<file path="config.mk">
export PLATFORM = sky130hd
export DESIGN_NAME = dmem_responder
export DESIGN_NICKNAME = d
export VERILOG_FILES = /design/src/rtl/dmem_pkg.sv /design/src/rtl/trace_fifo.sv /design/src/rtl/dmem_responder.sv
export SDC_FILE = /design/constraint.sdc
export NUM_CORES = 2
export LEC_CHECK = 0
export CAP_MARGIN = 20
export CORE_MARGIN = 2
export CORE_UTILIZATION = 40
export CTS_CLUSTER_SIZE = 40
export DETAILED_ROUTE_END_ITERATION = 8
export PLACE_DENSITY_LB_ADDON = 0.25
export SYNTH_ARGS = -nofsm -noshare
export SYNTH_HDL_FRONTEND = slang
export SYNTH_SLANG_ARGS = --single-unit
</file>
<file path="constraint.sdc">
create_clock -name clk -period 6.1 [get_ports clk]
set_clock_uncertainty 0.15 [all_clocks]
set_input_delay 1.83 -clock clk [delete_from_list [all_inputs] [get_ports clk]]
set_output_delay 1.83 -clock clk [all_outputs]
set_load 0.05 [all_outputs]
</file>
<file path="src/rtl/dmem_pkg.sv">
// Shared constants and types for the data-memory responder and its store-trace FIFO.
package dmem_pkg;

  localparam logic [31:0] MMIO_BASE_DEFAULT = 32'h0000_0400;
  localparam logic [31:0] TOHOST_OFFSET     = 32'h0000_0000;
  localparam logic [31:0] CYCLE_OFFSET      = 32'h0000_0004;
  localparam logic [31:0] PASS_CODE_DEFAULT = 32'd7;

  typedef struct packed {
    logic [31:0] addr;
    logic [31:0] data;
  } trace_entry_t;

  typedef enum logic [1:0] {
    RegRam,
    RegTohost,
    RegCycle,
    RegNone
  } region_e;

endpackage

</file>
<file path="src/rtl/trace_fifo.sv">
// Store-trace FIFO: registered head (no fall-through), drops pushes when full unless a pop
// frees the slot in the same cycle, and flags any drop with a sticky overflow bit.
module trace_fifo
  import dmem_pkg::*;
#(
  parameter int unsigned TRACE_DEPTH = 4
) (
  input  logic        i_clk,
  input  logic        i_rst,
  input  logic        i_push,
  input  logic [63:0] i_entry,
  input  logic        i_ready,
  output logic        o_valid,
  output logic [63:0] o_entry,
  output logic        o_overflow
);

  localparam int unsigned PW = $clog2(TRACE_DEPTH);

  logic [63:0]   r_mem [TRACE_DEPTH];
  logic [PW-1:0] r_wptr;
  logic [PW-1:0] r_rptr;
  logic [PW:0]   r_count;
  logic          r_overflow;

  logic w_full;
  logic w_pop;
  logic w_push_ok;

  assign o_valid   = (r_count != '0);
  assign w_full    = (r_count == (PW + 1)'(TRACE_DEPTH));
  assign w_pop     = o_valid && i_ready;
  assign w_push_ok = i_push && (!w_full || w_pop);

  always_ff @(posedge i_clk) begin
    if (i_rst) begin
      r_wptr     <= '0;
      r_rptr     <= '0;
      r_count    <= '0;
      r_overflow <= 1'b0;
    end else begin
      if (w_push_ok) r_wptr <= r_wptr + 1'b1;
      if (w_pop)     r_rptr <= r_rptr + 1'b1;
      r_count <= r_count + (PW + 1)'(w_push_ok) - (PW + 1)'(w_pop);
      if (i_push && !w_push_ok) r_overflow <= 1'b1;
    end
  end

  always_ff @(posedge i_clk) begin
    if (w_push_ok) r_mem[r_wptr] <= i_entry;
  end

  assign o_entry    = r_mem[r_rptr];
  assign o_overflow = r_overflow;

endmodule

</file>
<file path="src/rtl/dmem_responder.sv">
// Data-memory responder: word RAM, TOHOST/CYCLE status window and optional store trace.
// The trace FIFO is built only when DMEM_TRACE_EN is defined; otherwise trace outputs read 0.
module dmem_responder
  import dmem_pkg::*;
#(
  parameter int unsigned DEPTH       = 64,
  parameter logic [31:0] MMIO_BASE   = MMIO_BASE_DEFAULT,
  parameter logic [31:0] PASS_CODE   = PASS_CODE_DEFAULT,
  parameter int unsigned TRACE_DEPTH = 4
) (
  input  logic        clk,
  input  logic        rst,
  input  logic        memwrite,
  input  logic [31:0] dataadr,
  input  logic [31:0] writedata,
  output logic [31:0] readdata,
  output logic        trace_valid,
  input  logic        trace_ready,
  output logic [31:0] trace_addr,
  output logic [31:0] trace_data,
  output logic        done,
  output logic        pass,
  output logic        err_misalign,
  output logic        trace_overflow
);

  localparam int unsigned AW        = $clog2(DEPTH);
  localparam logic [31:0] RAM_BYTES = 32'(4 * DEPTH);

  logic [31:0] r_mem [DEPTH];
  logic        r_done;
  logic        r_pass;
  logic        r_err;
  logic [31:0] r_cycle;

  logic [31:0]   w_word_adr;
  logic [AW-1:0] w_idx;
  logic          w_store;
  region_e       w_region;

  // Decode on the word address so reads ignore the byte offset.
  assign w_word_adr = {dataadr[31:2], 2'b00};
  assign w_idx      = dataadr[AW+1:2];
  assign w_store    = memwrite && (dataadr[1:0] == 2'b00);

  always_comb begin
    w_region = RegNone;
    if (w_word_adr < RAM_BYTES)                      w_region = RegRam;
    else if (w_word_adr == MMIO_BASE + TOHOST_OFFSET) w_region = RegTohost;
    else if (w_word_adr == MMIO_BASE + CYCLE_OFFSET)  w_region = RegCycle;
  end

  always_ff @(posedge clk) begin
    if (!rst && w_store && (w_region == RegRam)) r_mem[w_idx] <= writedata;
  end

  always_ff @(posedge clk) begin
    if (rst) begin
      r_done  <= 1'b0;
      r_pass  <= 1'b0;
      r_err   <= 1'b0;
      r_cycle <= '0;
    end else begin
      if (memwrite && !w_store) r_err <= 1'b1;
      // Only the first TOHOST write after reset is recorded.
      if (w_store && (w_region == RegTohost) && !r_done) begin
        r_done <= 1'b1;
        r_pass <= (writedata == PASS_CODE);
      end
      if (!r_done) r_cycle <= r_cycle + 32'd1;
    end
  end

  always_comb begin
    readdata = '0;
    case (w_region)
      RegRam:    readdata = r_mem[w_idx];
      RegTohost: readdata = {30'b0, r_pass, r_done};
      RegCycle:  readdata = r_cycle;
      default:   readdata = '0;
    endcase
  end

  assign done         = r_done;
  assign pass         = r_pass;
  assign err_misalign = r_err;

`ifdef DMEM_TRACE_EN
  trace_entry_t w_push_entry;
  trace_entry_t w_head;

  assign w_push_entry = '{addr: dataadr, data: writedata};

  trace_fifo #(
    .TRACE_DEPTH(TRACE_DEPTH)
  ) u_trace_fifo (
    .i_clk     (clk),
    .i_rst     (rst),
    .i_push    (w_store),
    .i_entry   (w_push_entry),
    .i_ready   (trace_ready),
    .o_valid   (trace_valid),
    .o_entry   (w_head),
    .o_overflow(trace_overflow)
  );

  assign trace_addr = w_head.addr;
  assign trace_data = w_head.data;
`else
  logic        w_unused_ready;
  logic [31:0] w_unused_tdepth;

  assign w_unused_ready  = trace_ready;
  assign w_unused_tdepth = 32'(TRACE_DEPTH);
  assign trace_valid     = 1'b0;
  assign trace_addr      = '0;
  assign trace_data      = '0;
  assign trace_overflow  = 1'b0;
`endif

endmodule

</file>
==> flow_summary.ini <==
[drt]
dr.max_layer_used = met5
wl_um = 318000
wl_met1_um = 115000
detail-route-antenna-nets = 0
dr.pass1.iters = 6
drc_errors = 0
wl_per_cell_um = 38.0
via_count = 52720
drt-initial-drc-count = 8799
dr_wl_met2_um = 145000
wl_met3_um = 38900
viasPerCell = 6.30

[setup_path]
worst_setup_path_start_kind = input port
reg2reg_depth = 6
crit_end = readdata[27]
cp.required_ns = 4.12
path_max_fanout = 4
reg2reg_slack_ns = 3.41
startpoint = dataadr[23]
reg2reg_from = done$_SDFFE_PP0P_
cp.arrival_ns = 4.54
worstSetupPathType = in2out
r2r_end = r_cycle[13]$_SDFFE_PP0N_
endpoint_kind = output pin

[grt]
grt_pass1_vias = 49520
grt_overflow = 0
grt_pass1_wl_um = 423000
antenna_found_initial = 12
grt_usage_pct = 30.2
grt_max_degree = 66

[timing]
drv_slew = 0
fin_tns_setup_ns = -4.33
period_minus_slack_ns = 6.52
setup_viol = 31
rsz0062_at_grt = true
setup_ws_ns = -0.417
worst_slew_pin_slew_ns = 1.31
fin_crit_sh_pct = 107
worst_slew_margin_rel_pct = 11.9
finalHoldViolCount = 0
fmax_mhz = 153

[synth]
synth_top_area_share_pct = 75.9
synthArstFlopShare_pct = 0
synth_edf_count = 2048
synthTopCellsByCount = edfxtp_1 (2048), o22ai_1 (286), nor2_1 (197), mux2i_1 (194), mux2_2 (182)
ys_top_cells_by_area = edfxtp_1 (76%), mux4_2 (4.6%), mux2_2 (2.5%), mux2i_1 (2.4%), o22ai_1 (2.2%)
synth_most_common_cell = edfxtp_1
synth_area_leader_cell = edfxtp_1
synth-seq-cells = 2083
netlist_area_um2 = 81000
ys_seq_area_share_pct = 76.8
syn_inst = 4463
ys.flop_type = edfxtp_1
ys_types = 72
syn_avg_cell_area_um2 = 18.2
ys_warn_count = 0

[pwr]
p_clk_share_pct = 40.4
power_density_nw_per_um2 = 295
sw_frac_of_total_pct = 23.4
comb_power_share_pct = 7.9
power.switching_mw = 7.10
p_seq_share_pct = 51.7
ir_drop_mv = 0.230
p_leak_nw = 34.4
p_int_mw = 23.3

[die]
dieArea_um2 = 206000
ios = 169
fp.dieW_um = 454
die_h_um = 454
num_rows = 165
start_util_pct = 40.2
core_um2 = 202000

[placement]
dp_slack_ns = -1.27
gp_congestion = 0.941
dp_hpwl_um = 202000
port_buffers = 101
place_inst = 7832

[clock_network]
clk_path_buf_depth = 3
path_clk_slew_ns = 0.06
cts_tree = yes
cts_sinks = 2083
h-tree-depth = 4
clk_latency_ns = 0.88
clockRootBuffer = clkbuf_16
cts_made_buffers = 208

[flow_run]
max_cap_violations = 0

[final_layout]
drive_above_1_share_pct = 36.4
post-route-util_pct = 51.1
syn_to_final_growth_pct = 27.3
nNetsFinal = 5580
fin_cells = 8371
nFillCells = 16240

[hold_path]
min_path_type = reg2reg

[status]
outcome = finished, violations left
violations = negative setup slack
## cell type report
| type | count | area [um^2] | share of cell area [%] |
|---|---|---|---|
| diodes | 7 | 17.5 | 0.0170 |
| clock buffers | 271 | 5580 | 5.41 |
| clock inverters | 120 | 892 | 0.865 |
| inverters | 8 | 63.8 | 0.0619 |
| multi-input cells | 2077 | 19200 | 18.6 |
| flip-flops and latches | 2083 | 62200 | 60.3 |
| well taps | 2672 | 3340 | 3.24 |
| repair buffers | 1133 | 11900 | 11.5 |
## placed cells by master, fill, tap and decap left out, types with 23 or more instances in the layout
master,netlist,layout
a22oi_1,72,59
a21oi_1,141,115
dfxtp_1,35,35
mux4_2,167,167
nand3_1,26,23
buf_12,1,178
nand2_1,146,134
buf_6,25,73
conb_1,1,66
o221ai_1,122,107
o21ai_0,120,86
clkinv_1,0,40
o22ai_1,286,266
buf_2,96,41
mux2_2,182,178
buf_16,0,26
buf_4,113,760
clkbuf_16,0,216
mux2i_1,194,192
edfxtp_1,2048,2048
nor2_1,197,125
clkbuf_1,98,53
nor2_4,0,67
clkinv_2,0,47
## through the flow
stage,hold WS [ns],area (um^2),power (mW)
2_1_floorplan,0.316,81500,16.9
3_3_place_gp,0.295,92800,18.0
3_5_place_dp,0.302,92800,18.0
4_1_cts,0.311,102000,30.3
5_1_grt,0.358,103000,31.0
6_report,0.305,103000,30.4
## metal layers
layer	track usage, %	vias up
li1	-	20376
met1	40.1	27345
met2	46.5	4183
met3	6.91	812
met4	16.0	4
met5	0	-
## registers in the layout, indices dropped and copies added (netlist names)
name / count
done: 1
r_cycle: 32
r_mem: 2048
pass: 1
err_misalign: 1
## worst max-delay path, cell delays in order
cell	delay [ns]
buf_6	0.09
or4_4	0.54
nor3_4	0.19
and2_4	0.21
buf_12	0.16
buf_12	0.12
o221ai_4	0.10
nor4b_4	0.57
buf_4	0.26
a32o_2	0.29
buf_12	0.17
## worst min-delay path by stage
| stage | from | endpoint | slack (ns) | cells past startpoint |
|---|---|---|---|---|
| floorplan | r_cycle[21]$_SDFFE_PP0N_ | r_cycle[21]$_SDFFE_PP0N_ | 0.32 | 2 |
| global placement | err_misalign$_SDFFE_PP0P_ | err_misalign$_SDFFE_PP0P_ | 0.29 | 2 |
| detailed placement | err_misalign$_SDFFE_PP0P_ | err_misalign$_SDFFE_PP0P_ | 0.30 | 2 |
| CTS | err_misalign$_SDFFE_PP0P_ | err_misalign$_SDFFE_PP0P_ | 0.31 | 2 |
| global route | err_misalign$_SDFFE_PP0P_ | err_misalign$_SDFFE_PP0P_ | 0.36 | 2 |
| finish | err_misalign$_SDFFE_PP0P_ | err_misalign$_SDFFE_PP0P_ | 0.31 | 2 |
## cell families after synthesis
kind of cell,synth area share [%]
DFF,76.8
AOI/OAI and AO/OA,7.84
xor gates and xnor gates,0.259
adders and majority gates,0.0154
other,0.00463
buffers and inverters,2.63
and+or+nand+nor,2.91
muxes,9.57
## power groups by stage
stage	clock, mW	combinational [mW]	sequential [mW]
after global placement	0	2.02	16.0
after floorplan	0	0.843	16.0
after global routing	12.9	2.42	15.7
after detailed placement	0	2.03	16.0
final	12.3	2.39	15.7
after CTS	12.3	2.22	15.7
## repair_timing
item,4_1_cts,5_1_grt
cloned,14,6
setup endpoints to repair,32,32
hold buffers,0,0
gates resized for setup,375,177
pin swaps,67,71
setup buffers,83,61
(Power assumes the default switching activity.)
